===== src/rtl/nco_pkg.sv =====
// Shared constants, quadrant encoding and LUT entry generator
// for the NCO carrier block.
package nco_pkg;

  localparam int PHASE_W_DEF = 32;
  localparam int LUT_AW_DEF  = 3;
  localparam int AMP_W_DEF   = 3;
  localparam int ERR_W_DEF   = 16;
  localparam int CNT_W_DEF   = 16;

  typedef enum logic [1:0] {
    Q_RISE,
    Q_FALL,
    Q_NRISE,
    Q_NFALL
  } quad_e;

  // Entry k of a full 2^aw-point sine table, rounded half away
  // from zero; evaluated only at elaboration.
  function automatic int lut_entry(
    input int k,
    input int aw,
    input int amp_w
  );
    int  n;
    int  h;
    int  q;
    int  kk;
    int  r;
    bit  neg;
    real x;
    real t;
    real s;
    real mag;
    n  = 1 << aw;
    h  = n / 2;
    q  = n / 4;
    kk = k % n;
    if (kk < 0) kk = kk + n;
    neg = (kk >= h);
    if (neg) kk = kk - h;
    if (kk > q) kk = h - kk;
    x = 6.283185307179586 * kk / n;
    s = 0.0;
    t = x;
    for (int i = 1; i <= 9; i++) begin
      s = s + t;
      t = -t * x * x / ((2 * i) * (2 * i + 1));
    end
    mag = ((1 << (amp_w - 1)) - 1) * s;
    r   = $rtoi(mag + 0.5);
    return neg ? -r : r;
  endfunction

endpackage


===== src/rtl/nco_lut.sv =====
// Quarter-wave sine table with quadrant mirroring/negation,
// two read ports and registered outputs.
module nco_lut
  import nco_pkg::*;
#(
  parameter int LUT_AW = LUT_AW_DEF,
  parameter int AMP_W  = AMP_W_DEF
) (
  input  logic              clk,
  input  logic              reset,
  input  logic              i_ld,
  input  logic [LUT_AW-1:0] i_addr_a,
  input  logic [LUT_AW-1:0] i_addr_b,
  output logic [AMP_W-1:0]  o_a,
  output logic [AMP_W-1:0]  o_b
);

  localparam int Q  = 1 << (LUT_AW - 2);
  localparam int IW = LUT_AW - 1;

  logic [AMP_W-1:0]  w_tab  [Q+1];
  logic [LUT_AW-1:0] w_addr [2];
  logic [AMP_W-1:0]  w_val  [2];

  assign w_addr[0] = i_addr_a;
  assign w_addr[1] = i_addr_b;

  for (genvar i = 0; i <= Q; i++) begin : g_tab
    localparam int V = lut_entry(i, LUT_AW, AMP_W);
    assign w_tab[i] = AMP_W'(V);
  end

  for (genvar p = 0; p < 2; p++) begin : g_port
    logic [IW-1:0]    w_low;
    logic [IW-1:0]    w_idx;
    logic [AMP_W-1:0] w_mag;
    logic             w_mir;
    logic             w_neg;

    always_comb begin
      w_mir = 1'b0;
      w_neg = 1'b0;
      unique case (quad_e'(w_addr[p][LUT_AW-1 -: 2]))
        Q_RISE:  w_mir = 1'b0;
        Q_FALL:  w_mir = 1'b1;
        Q_NRISE: w_neg = 1'b1;
        Q_NFALL: begin
          w_mir = 1'b1;
          w_neg = 1'b1;
        end
      endcase
    end

    assign w_low = {1'b0, w_addr[p][LUT_AW-3:0]};
    assign w_idx = w_mir ? (IW'(Q) - w_low) : w_low;
    assign w_mag = w_tab[w_idx];
    assign w_val[p] = w_neg ? -w_mag : w_mag;
  end

  always_ff @(posedge clk) begin
    if (reset) begin
      o_a <= '0;
      o_b <= '0;
    end else if (i_ld) begin
      o_a <= w_val[0];
      o_b <= w_val[1];
    end
  end

endmodule


===== src/rtl/nco_carrier.sv =====
// Phase-steerable NCO with quadrature LUT outputs and a
// saturating carrier-cycle counter with dump snapshots.
module nco_carrier
  import nco_pkg::*;
#(
  parameter int PHASE_W = PHASE_W_DEF,
  parameter int LUT_AW  = LUT_AW_DEF,
  parameter int AMP_W   = AMP_W_DEF,
  parameter int ERR_W   = ERR_W_DEF,
  parameter int CNT_W   = CNT_W_DEF
) (
  input  logic               clk,
  input  logic               reset,
  input  logic               en,
  input  logic [PHASE_W-1:0] fcw_in,
  input  logic               fcw_load,
  input  logic [PHASE_W-1:0] phase_offset,
  input  logic [ERR_W-1:0]   phase_err,
  input  logic               dump,
  output logic [AMP_W-1:0]   sine,
  output logic [AMP_W-1:0]   cosine,
  output logic               out_valid,
  output logic [CNT_W-1:0]   cyc_cnt,
  output logic [PHASE_W-1:0] phase_snap,
  output logic               snap_valid
);

  localparam int SW = PHASE_W + 2;

  logic [PHASE_W-1:0] r_acc;
  logic [PHASE_W-1:0] r_fcw;
  logic [CNT_W-1:0]   r_cnt;
  logic [CNT_W-1:0]   r_cyc;
  logic [PHASE_W-1:0] r_snap;
  logic               r_snap_v;
  logic [LUT_AW-1:0]  r_sa;
  logic [LUT_AW-1:0]  r_ca;
  logic               r_v1;
  logic               r_v2;

  logic [SW-1:0]      w_sum;
  logic               w_wrap;
  logic [LUT_AW-1:0]  w_sa;
  logic [LUT_AW-1:0]  w_ca;

  assign w_sum = {2'b00, r_acc}
               + {2'b00, r_fcw}
               + {{(SW-ERR_W){phase_err[ERR_W-1]}},
                  phase_err};

  // Positive wrap only: top bit clear, carry bit set.
  assign w_wrap = en & ~w_sum[SW-1] & w_sum[PHASE_W];

  assign w_sa = LUT_AW'((r_acc + phase_offset)
                >> (PHASE_W - LUT_AW));
  assign w_ca = w_sa + LUT_AW'(1 << (LUT_AW - 2));

  always_ff @(posedge clk) begin
    if (reset) begin
      r_acc <= '0;
      r_fcw <= '0;
    end else begin
      if (en) r_acc <= w_sum[PHASE_W-1:0];
      if (fcw_load) r_fcw <= fcw_in;
    end
  end

  always_ff @(posedge clk) begin
    if (reset) begin
      r_cnt    <= '0;
      r_cyc    <= '0;
      r_snap   <= '0;
      r_snap_v <= 1'b0;
    end else begin
      r_snap_v <= dump;
      if (dump) begin
        r_cyc  <= r_cnt;
        r_snap <= r_acc;
        r_cnt  <= CNT_W'(w_wrap);
      end else if (w_wrap && !(&r_cnt)) begin
        r_cnt <= r_cnt + CNT_W'(1);
      end
    end
  end

  always_ff @(posedge clk) begin
    if (reset) begin
      r_sa <= '0;
      r_ca <= '0;
      r_v1 <= 1'b0;
      r_v2 <= 1'b0;
    end else begin
      r_v1 <= en;
      r_v2 <= r_v1;
      if (en) begin
        r_sa <= w_sa;
        r_ca <= w_ca;
      end
    end
  end

  nco_lut #(
    .LUT_AW (LUT_AW),
    .AMP_W  (AMP_W)
  ) u_lut (
    .clk      (clk),
    .reset    (reset),
    .i_ld     (r_v1),
    .i_addr_a (r_sa),
    .i_addr_b (r_ca),
    .o_a      (sine),
    .o_b      (cosine)
  );

  assign out_valid  = r_v2;
  assign cyc_cnt    = r_cyc;
  assign phase_snap = r_snap;
  assign snap_valid = r_snap_v;

endmodule


===== config.mk =====
export PLATFORM = sky130hd
export DESIGN_NAME = nco_carrier
export DESIGN_NICKNAME = d
export VERILOG_FILES = /design/src/rtl/nco_pkg.sv /design/src/rtl/nco_lut.sv /design/src/rtl/nco_carrier.sv
export SDC_FILE = /design/constraint.sdc
export NUM_CORES = 1
export LEC_CHECK = 0
export CAP_MARGIN = 20
export CORE_AREA = 2 2 140 142
export DETAILED_ROUTE_END_ITERATION = 8
export DIE_AREA = 0 0 142 144
export PLACE_DENSITY = 0.83
export REMOVE_ABC_BUFFERS = 1
export SLEW_MARGIN = 10
export SYNTH_ARGS = -nofsm -noshare
export SYNTH_HDL_FRONTEND = slang
export SYNTH_HIERARCHICAL = 1
export SYNTH_SLANG_ARGS = --single-unit

===== constraint.sdc =====
create_clock -name clk -period 3.4 [get_ports clk]
set_input_delay 0.34 -clock clk [delete_from_list [all_inputs] [get_ports clk]]
set_output_delay 0.34 -clock clk [all_outputs]
set_load 0.02 [all_outputs]

==> reports/results.txt, run 1 <==
Synthesis produced a netlist whose cell count is 922. The portion of the clock cycle consumed by the worst path in the final layout came out at 1.025. TritonCTS built the clock tree. In this run the most critical hold path is launched from dump.

The run gives 17070 um as the sum of net half-perimeters after detailed placement. The tools report the accumulated negative setup slack as -220.2 ps. The checks that failed: setup timing. In this run the critical register-to-register path is captured at r_cnt[11]. The tools report the number of distinct library cell variants in the gate-level netlist after synthesis as 67. The number of cell instances on the worst register-to-register path came out at 12. The total iterations of the first detailed-routing run was 5. The placeable core region is 19080 um2. At the end of routability-driven placement, the weighted congestion stood at 0.9303. The critical path goes through fa_1 -> ha_4 -> nand4_4 -> or4_4 -> nor2_4 -> o311ai_4 -> nand3_2 -> xor2_4 -> buf_6 -> o21ai_4 -> or4_1 -> a21oi_1.

The share of post-route cells with drive strength above 1 came out at 0.2356. Setup violations remaining at the end of the flow were counted as 7. The first global-routing pass estimated 38600 um of wire. The clock-pin slew of the registers on the worst-case setup and hold paths is 70 ps, and the synthesis warning total is 6.

The maximum frequency from static timing analysis came out at 287.1 MHz. The setup slack of the critical path after layout is -83.42 ps, and the total placed instance area is 11040 um2. The most instantiated flip-flop cell in the synthesis netlist is sky130_fd_sc_hd__dfxtp_1.

Counting along the longest clock path gives a buffer depth of 2. Maximum fanout along the worst path: 7. The number of hold-slack violations in the final timing report was 0; the number of diodes added for antenna fixing was 0.

In the layout the commonest cells are sky130_fd_sc_hd__buf_4, sky130_fd_sc_hd__nor2_1, sky130_fd_sc_hd__dfxtp_1, sky130_fd_sc_hd__clkdlybuf4s50_1, sky130_fd_sc_hd__mux2i_1. The cell sitting at the root of the clock tree is a sky130_fd_sc_hd__clkbuf_16. The run finished, with violations left.

TritonCTS created 17 clock buffers. The worst hold-check path type is in -> reg. The die covers 20450 um2. The standard cell with the maximum stage delay on the critical path was sky130_fd_sc_hd__or4_4. The non-filler instance count after layout is 1439, and the cell depth of the worst min-delay path is 3.

The library cell used most frequently in the layout, excluding fill and tap cells, is sky130_fd_sc_hd__buf_4. Startpoint-to-endpoint class of the critical path: reg -> reg. STA classifies the critical path startpoint as a flop. STA puts the critical path data required time at 3750 ps.

The worst clock skew is 17.78 ps, and the number of buffers inserted for hold repair after clock tree synthesis is 0. The run gives 7829 as the total number of vias. The share of synthesized flip-flops with an asynchronous set or reset was 0.

Summed over all layers, the routed wires come to 24300 um. The startpoint of the lowest-slack register-to-register path was r_fcw[22]. The logs give 0.3322 for the sequential fraction of the synthesis area and 1369 for the net count of the finished layout. The synthesized design contains 142 register bits. In this run the number of H-tree levels came out at 4. At the worst endpoint, the arrival time is 3830 ps.

Worst-case headroom to the max-slew limit: 0.2710. Via count of the first global-routing pass: 7953. The routed via count divided by cell count works out to 5.441. The combined global-route utilization of all metal layers was 0.2364. The initial antenna violation count is 0, and the total overflow reported by the global router is 0. The DRC violations left is 0, and the leakage power is 5.468 nW.

The number of rows in the core area is 51, and the total power per unit cell area is 794.6 nW/um2. The max-slew violation total from the final report is 0, and the starting utilization of the core area is 0.4486. The worst setup path is captured at a flop. Across all register-to-register paths, the minimum setup slack is -80 ps. The height of the chip came out at 144 um. For the pin with the worst max-slew slack, the measured transition is 1093 ps. The clock drives 142 sinks. The post-synthesis to final-layout area growth is 44.17%, and the number of flops mapped to enable cells by yosys is 0. In this run the remaining antenna-violating nets after routing total 0.

The largest area contributor in the synthesized netlist was sky130_fd_sc_hd__dfxtp_1. The worst path in the final design needs a cycle of 3483 ps, including I/O delays and setup. The synthesized netlist occupies a cell area of 8558 um2. In the final routed layout, each cell accounts on average for 16.89 um. Across the run, the number of max-cap violations was 0.

The largest stage delay on the critical path was 570 ps; the maximum resistive drop on vdd was 0.3973 mV. The run gives 141 as the number of top-level pins. The worst-case hold path end point is phase_snap[30]. The die extent in x was 142 um; the final cell area excluding filler cells was 12340 um2. The later pin in the worst-skew pair is clocked with a latency of 430 ps.

Input and output buffers added on the ports amount to 140. The share of Yosys cell area claimed by the top area cell type is 0.3322, and the number of DRC markers in iteration 0 is 391. Average cell area after synthesis: 9.282 um2. Setup repair after global routing could not meet its margin everywhere.

Entering global routing, the biggest net connects 82 pins. Sorting the synthesized cells by area gives the leading types as sky130_fd_sc_hd__dfxtp_1, sky130_fd_sc_hd__mux2i_1, sky130_fd_sc_hd__ha_1. The post-layout total power came out at 9.804 mW. Number of placed instances with taps included: 1383.
logic make-up (layout without fill, tap and decap cells):
group	count (synthesis)	in the layout	share of synthesized area
simple gates	280	280	0.1589
compound gates	194	197	0.1471
flops	142	142	0.3322
mux	104	104	0.1218
fa+ha+maj	96	96	0.1693
buf+inv	75	351	0.03684
xor+xnor	31	31	0.03392
routing by layer:
metal  wire length [um]  global-route usage  up-vias
met5                  0                   0        -
met4                488             0.06684        0
met3                974             0.04238       36
met2              12150              0.4198      206
met1              10690              0.2950     3742
li1                   -                   -     3845
final cells by class:
| cell class | count | area, um2 |
|---|---|---|
| Fill cell | 1480 | 6741 |
| Multi-Input combinational cell | 708 | 5881 |
| Sequential cell | 142 | 2855 |
| Timing Repair Buffer | 294 | 2623 |
| Clock buffer | 18 | 439.2 |
| Tap cell | 238 | 297.8 |
| Clock inverter | 14 | 148.9 |
| Inverter | 25 | 93.84 |
what timing repair did:
item | in CTS | in global routing
setup endpoints to repair | 20 | 27
gates cloned | 3 | 1
pin swaps | 29 | 60
gates resized for setup | 44 | 60
setup buffers | 9 | 11
sequential cells by signal, summed over array words and instances (netlist names):
name and count:
r_cnt 16, r_v1 1, r_fcw 32, u_lut/o_a 3, out_valid 1, snap_valid 1
r_acc 32, r_ca 2, u_lut/o_b 3, cyc_cnt 16, r_sa 3, phase_snap 32
report_power, final:
group | total [mW] | switching, mW | internal (mW)
clock | 1.88 | 0.819 | 1.06
combinational | 5.75 | 2.82 | 2.93
sequential | 2.17 | 0.234 | 1.94
total | 9.80 | 3.87 | 5.93
synth_stat cells, drive strengths merged (3+ instances only):
library cell / number
dfxtp: 142
nor2: 140
mux2i: 103
a21oi: 68
ha: 63
nand2: 34
fa: 33
o21ai: 31
a21o: 29
buf: 28
inv: 25
clkbuf: 22
nand3: 18
nand4: 16
xnor2: 16
or4: 15
xor2: 15
a211oi: 13
o31ai: 13
and3: 11
nor2b: 9
nand2b: 8
nor3: 7
o211ai: 6
or2: 6
nor3b: 5
a2111oi: 3
a21boi: 3
a41oi: 3
nand3b: 3
o221ai: 3
or3: 3
worst max path at each step:
| stage | start | endpoint | slack (ps) | depth (start not counted) |
|---|---|---|---|---|
| finish | r_fcw[22] | r_cnt[11] | -80 | 12 |
| global route | r_acc[2] | r_cnt[11] | -150 | 13 |
| CTS | phase_err[14] | r_cnt[6] | -3 | 12 |
| detailed placement | phase_err[15] | r_cnt[5] | -860 | 12 |
| global placement | phase_err[15] | r_cnt[15] | -730 | 12 |
| floorplan | phase_err[1] | r_cnt[6] | 10 | 13 |
critical path, delay by kind of cell (launching register included):
family,cells,cell delay [ps]
and+or+nand+nor,5,1530
AOI/OAI and AO/OA,3,360
adders and majority gates,2,860
buffers and inverters,1,120
xor gates and xnor gates,1,180
DFF,1,340
through the flow:
step,hold slack (ps),utilization,worst slack [ps]
2_1_floorplan,409.1,-,11.48
3_3_place_gp,456.6,0.5787,-729.9
5_1_grt,342.8,0.6467,-151.9
6_report,340.0,0.6467,-83.42
4_1_cts,326.5,0.6300,-2.558
3_5_place_dp,463.6,0.5787,-863.7
Power figures use the tool's default switching activity.
==> inputs of run 2 (changes only) <==
Settings changed: PLACE_DENSITY 0.83 to default, PLACE_DENSITY_LB_ADDON from default to 0.05, SLEW_MARGIN 10 to default.
==> run 2 against run 1 <==
  * The flow now finishes without violations
  * Critical path depth fell by 1
  * Sequential cell count is the same
  * Highest routed layer unchanged
  * Clock power is 5% higher
  * Sequential share of layout area grew 0.33 points
  * Largest cell class unchanged
  * Critical endpoint is now r_cnt[8]
  * Power is 2.3% lower
  * Worst hold slack got worse by 16 ps
==> reports/results.txt, run 2 (synthesis results as in run 1) <==
The flow ran to the end, and the final reports show no timing, DRC or antenna violations. Start point of the critical path: r_fcw[2]. The placer congestion estimate is 0.8583, and the routed wire length is 22760 um. For this design, the sink count on the clock tree is 142. For this run the aggregate overflow at the end of global routing stands at 0.

From synthesis to final layout, the design area changed by 41.97%. The clock-pin slew of the registers on the worst-case setup and hold paths was 70 ps. For the worst flop-to-flop path, the logic depth is 11. The worst setup path is launched from a flop. The run gives 0.4381 mV as the maximum resistive drop on vdd. Buffers placed on the I/O ports in this run total 140. The worst-case headroom to the max-slew limit came out at 0.2613. For this design the ratio of total power to cell area is 788.7 nW/um2. The run gives 20450 um2 as the area of the die.

The share of post-route cells with drive strength above 1 was 0.2106; the number of hold-slack violations in the final timing report was 0. For this design the static power due to leakage is 5.405 nW. The first detailed-routing pass took 7 iterations.

The post-layout total power is 9.583 mW, and the routed via count divided by cell count is 5.280. The clock network latency to the later pin of the worst-skew pair is 440 ps, and the net count of the finished layout is 1360. The logs give 0 for the number of nets with antenna violations after routing and 0 for the initial antenna violation count. For the finished layout, the period the worst path requires is 3389 ps.

The die is 144 um tall. In this run the critical register-to-register path is launched from r_fcw[2]. For the via count of the first global-routing pass, the log shows 7516. Summed over all nets, the half-perimeter wirelength after detailed placement is 16340 um. Counting instances, the worst hold path has a depth of 2. The tools report the starting utilization of the core area as 0.4486.

The endpoint identified for the worst register-to-register timing path is r_cnt[8]. Setup repair after global routing could not meet its margin everywhere. The run gives 0.2271 as the combined global-route utilization of all metal layers. In this run the worst path has a maximum fanout of 7. The root buffer cell chosen for the clock tree is sky130_fd_sc_hd__clkbuf_16.

The total clock buffers created by CTS is 17, and the number of rows in the core area is 51. After detailed routing, the number of remaining DRC violations is 0. The die extent in x is 142 um.

The startpoint identified for the worst hold timing path is reset. The total number of vias was 7551. In this run the standard cell core region covers 19080 um2. The total of endpoints with negative setup slack in the final report is 0. Fraction of the core area covered by cells at the end of the flow: 0.6368. The worst-case hold path end point was phase_snap[14].

The maximum frequency from static timing analysis was 295.1 MHz. At the pin with the least slew margin, the transition time is 1108 ps. The arrival time of data at the critical path endpoint came out at 3750 ps. The tools report the kind of end point of the critical path as a flop. The logs give 36940 um for the wire length of the first global-routing pass and 50 for the pin count of the biggest net entering global routing. TritonCTS built the clock tree.

The tightest min-delay check is of the in -> reg type. 141 I/O pins were placed. The library cells used most frequently in the layout, excluding fill and tap cells, are sky130_fd_sc_hd__buf_4, sky130_fd_sc_hd__nor2_1, sky130_fd_sc_hd__dfxtp_1, sky130_fd_sc_hd__clkdlybuf4s50_1, sky130_fd_sc_hd__mux2i_1.

The minimum setup slack among reg-to-reg paths came out at 10 ps. The worst setup path is of the reg -> reg kind. Summed over all failing endpoints, the final setup total negative slack is 0 ps. Across the routed clock network, the largest skew measured is 13.59 ps. For the final-layout worst hold slack, the log shows 324.0 ps. The H-tree generated during clock tree synthesis spans 4 levels. After detailed routing, the average wire length per cell comes to 15.92 um. Data on the critical path is required at its endpoint by 3760 ps. The clock passes through at most 2 buffers. Max-cap violations in this run came to 0. The max-slew violation total from the final report was 0. Commonest non-fill, non-tap cell in the layout: sky130_fd_sc_hd__buf_4. For this block, the initial DRC count from the detailed router was 334. The number of antenna diodes in the final layout is 0. Portion of the clock cycle consumed by the worst path in the final layout: 0.9967.
## run 2: cell types whose count changed in the layout (fill, tap and decap cells not counted), sizes merged
cell / delta
inv: -3
clkinvlp: -1
dlymetal6s2s: -2
clkdlybuf4s50: +2
bufinv: +1
buf: -8
clkinv: +4
bufbuf: -1
clkbuf: -1
## run 2: worst max-delay path by stage
stage | to | slack (ps)
3_5_place_dp | r_acc[27] | -790
6_report | r_cnt[8] | 10
5_1_grt | r_cnt[12] | -130
2_1_floorplan | r_cnt[6] | 10
4_1_cts | r_cnt[8] | -90
3_3_place_gp | r_acc[27] | -770
## run 2: final cells by class
type                            instances  area (um2)
Clock buffer                           17       425.4
Clock inverter                         15       201.4
Fill cell                            1643        6929
Inverter                               25       93.84
Multi-Input combinational cell        708        5753
Sequential cell                       142        2851
Tap cell                              238       297.8
Timing Repair Buffer                  285        2527
## run 2: what timing repair did
| action | 4_1_cts | 5_1_grt |
|---|---|---|
| cloned | 4 | 0 |
| endpoints found under the hold margin | 0 | 0 |
| endpoints found under the setup margin | 25 | 28 |
| setup buffers | 5 | 2 |
| gates resized for setup | 33 | 46 |
| pin swaps | 40 | 28 |
| hold buffers | 0 | 0 |
## run 2: layer usage
metal	part of all wire	routed length, um	track usage
met5	0	0	0
met4	0.013	286	0.05737
met1	0.47	10810	0.2981
met2	0.48	10940	0.3877
met3	0.032	723	0.04139
## run 2: power by group
group          switching (mW)  total (mW)  internal, mW
clock                   0.851        1.97          1.12
sequential              0.214        2.15          1.94
combinational            2.68        5.46          2.78
## run 2: per-stage QoR
| step | instances | setup WS (ps) | cell area, um2 |
|---|---|---|---|
| CTS | 1428 | -88.99 | 11910 |
| global placement | 1387 | -773.6 | 11060 |
| floorplan | 872 | 11.48 | 8337 |
| detailed placement | 1387 | -793.8 | 11060 |
| finish | 1430 | 11.06 | 12150 |
| global route | 1430 | -134.3 | 12150 |
## run 2: critical path, stage by stage (launching register included)
cell and delay, ps:
sky130_fd_sc_hd__dfxtp_2 340, sky130_fd_sc_hd__fa_2 610, sky130_fd_sc_hd__ha_4 210, sky130_fd_sc_hd__a211oi_2 210, sky130_fd_sc_hd__o211ai_1 210, sky130_fd_sc_hd__and3_1 220
sky130_fd_sc_hd__o311ai_2 280, sky130_fd_sc_hd__nand3_2 160, sky130_fd_sc_hd__xor2_4 300, sky130_fd_sc_hd__o21ai_4 160, sky130_fd_sc_hd__or4_1 480, sky130_fd_sc_hd__a21oi_1 130
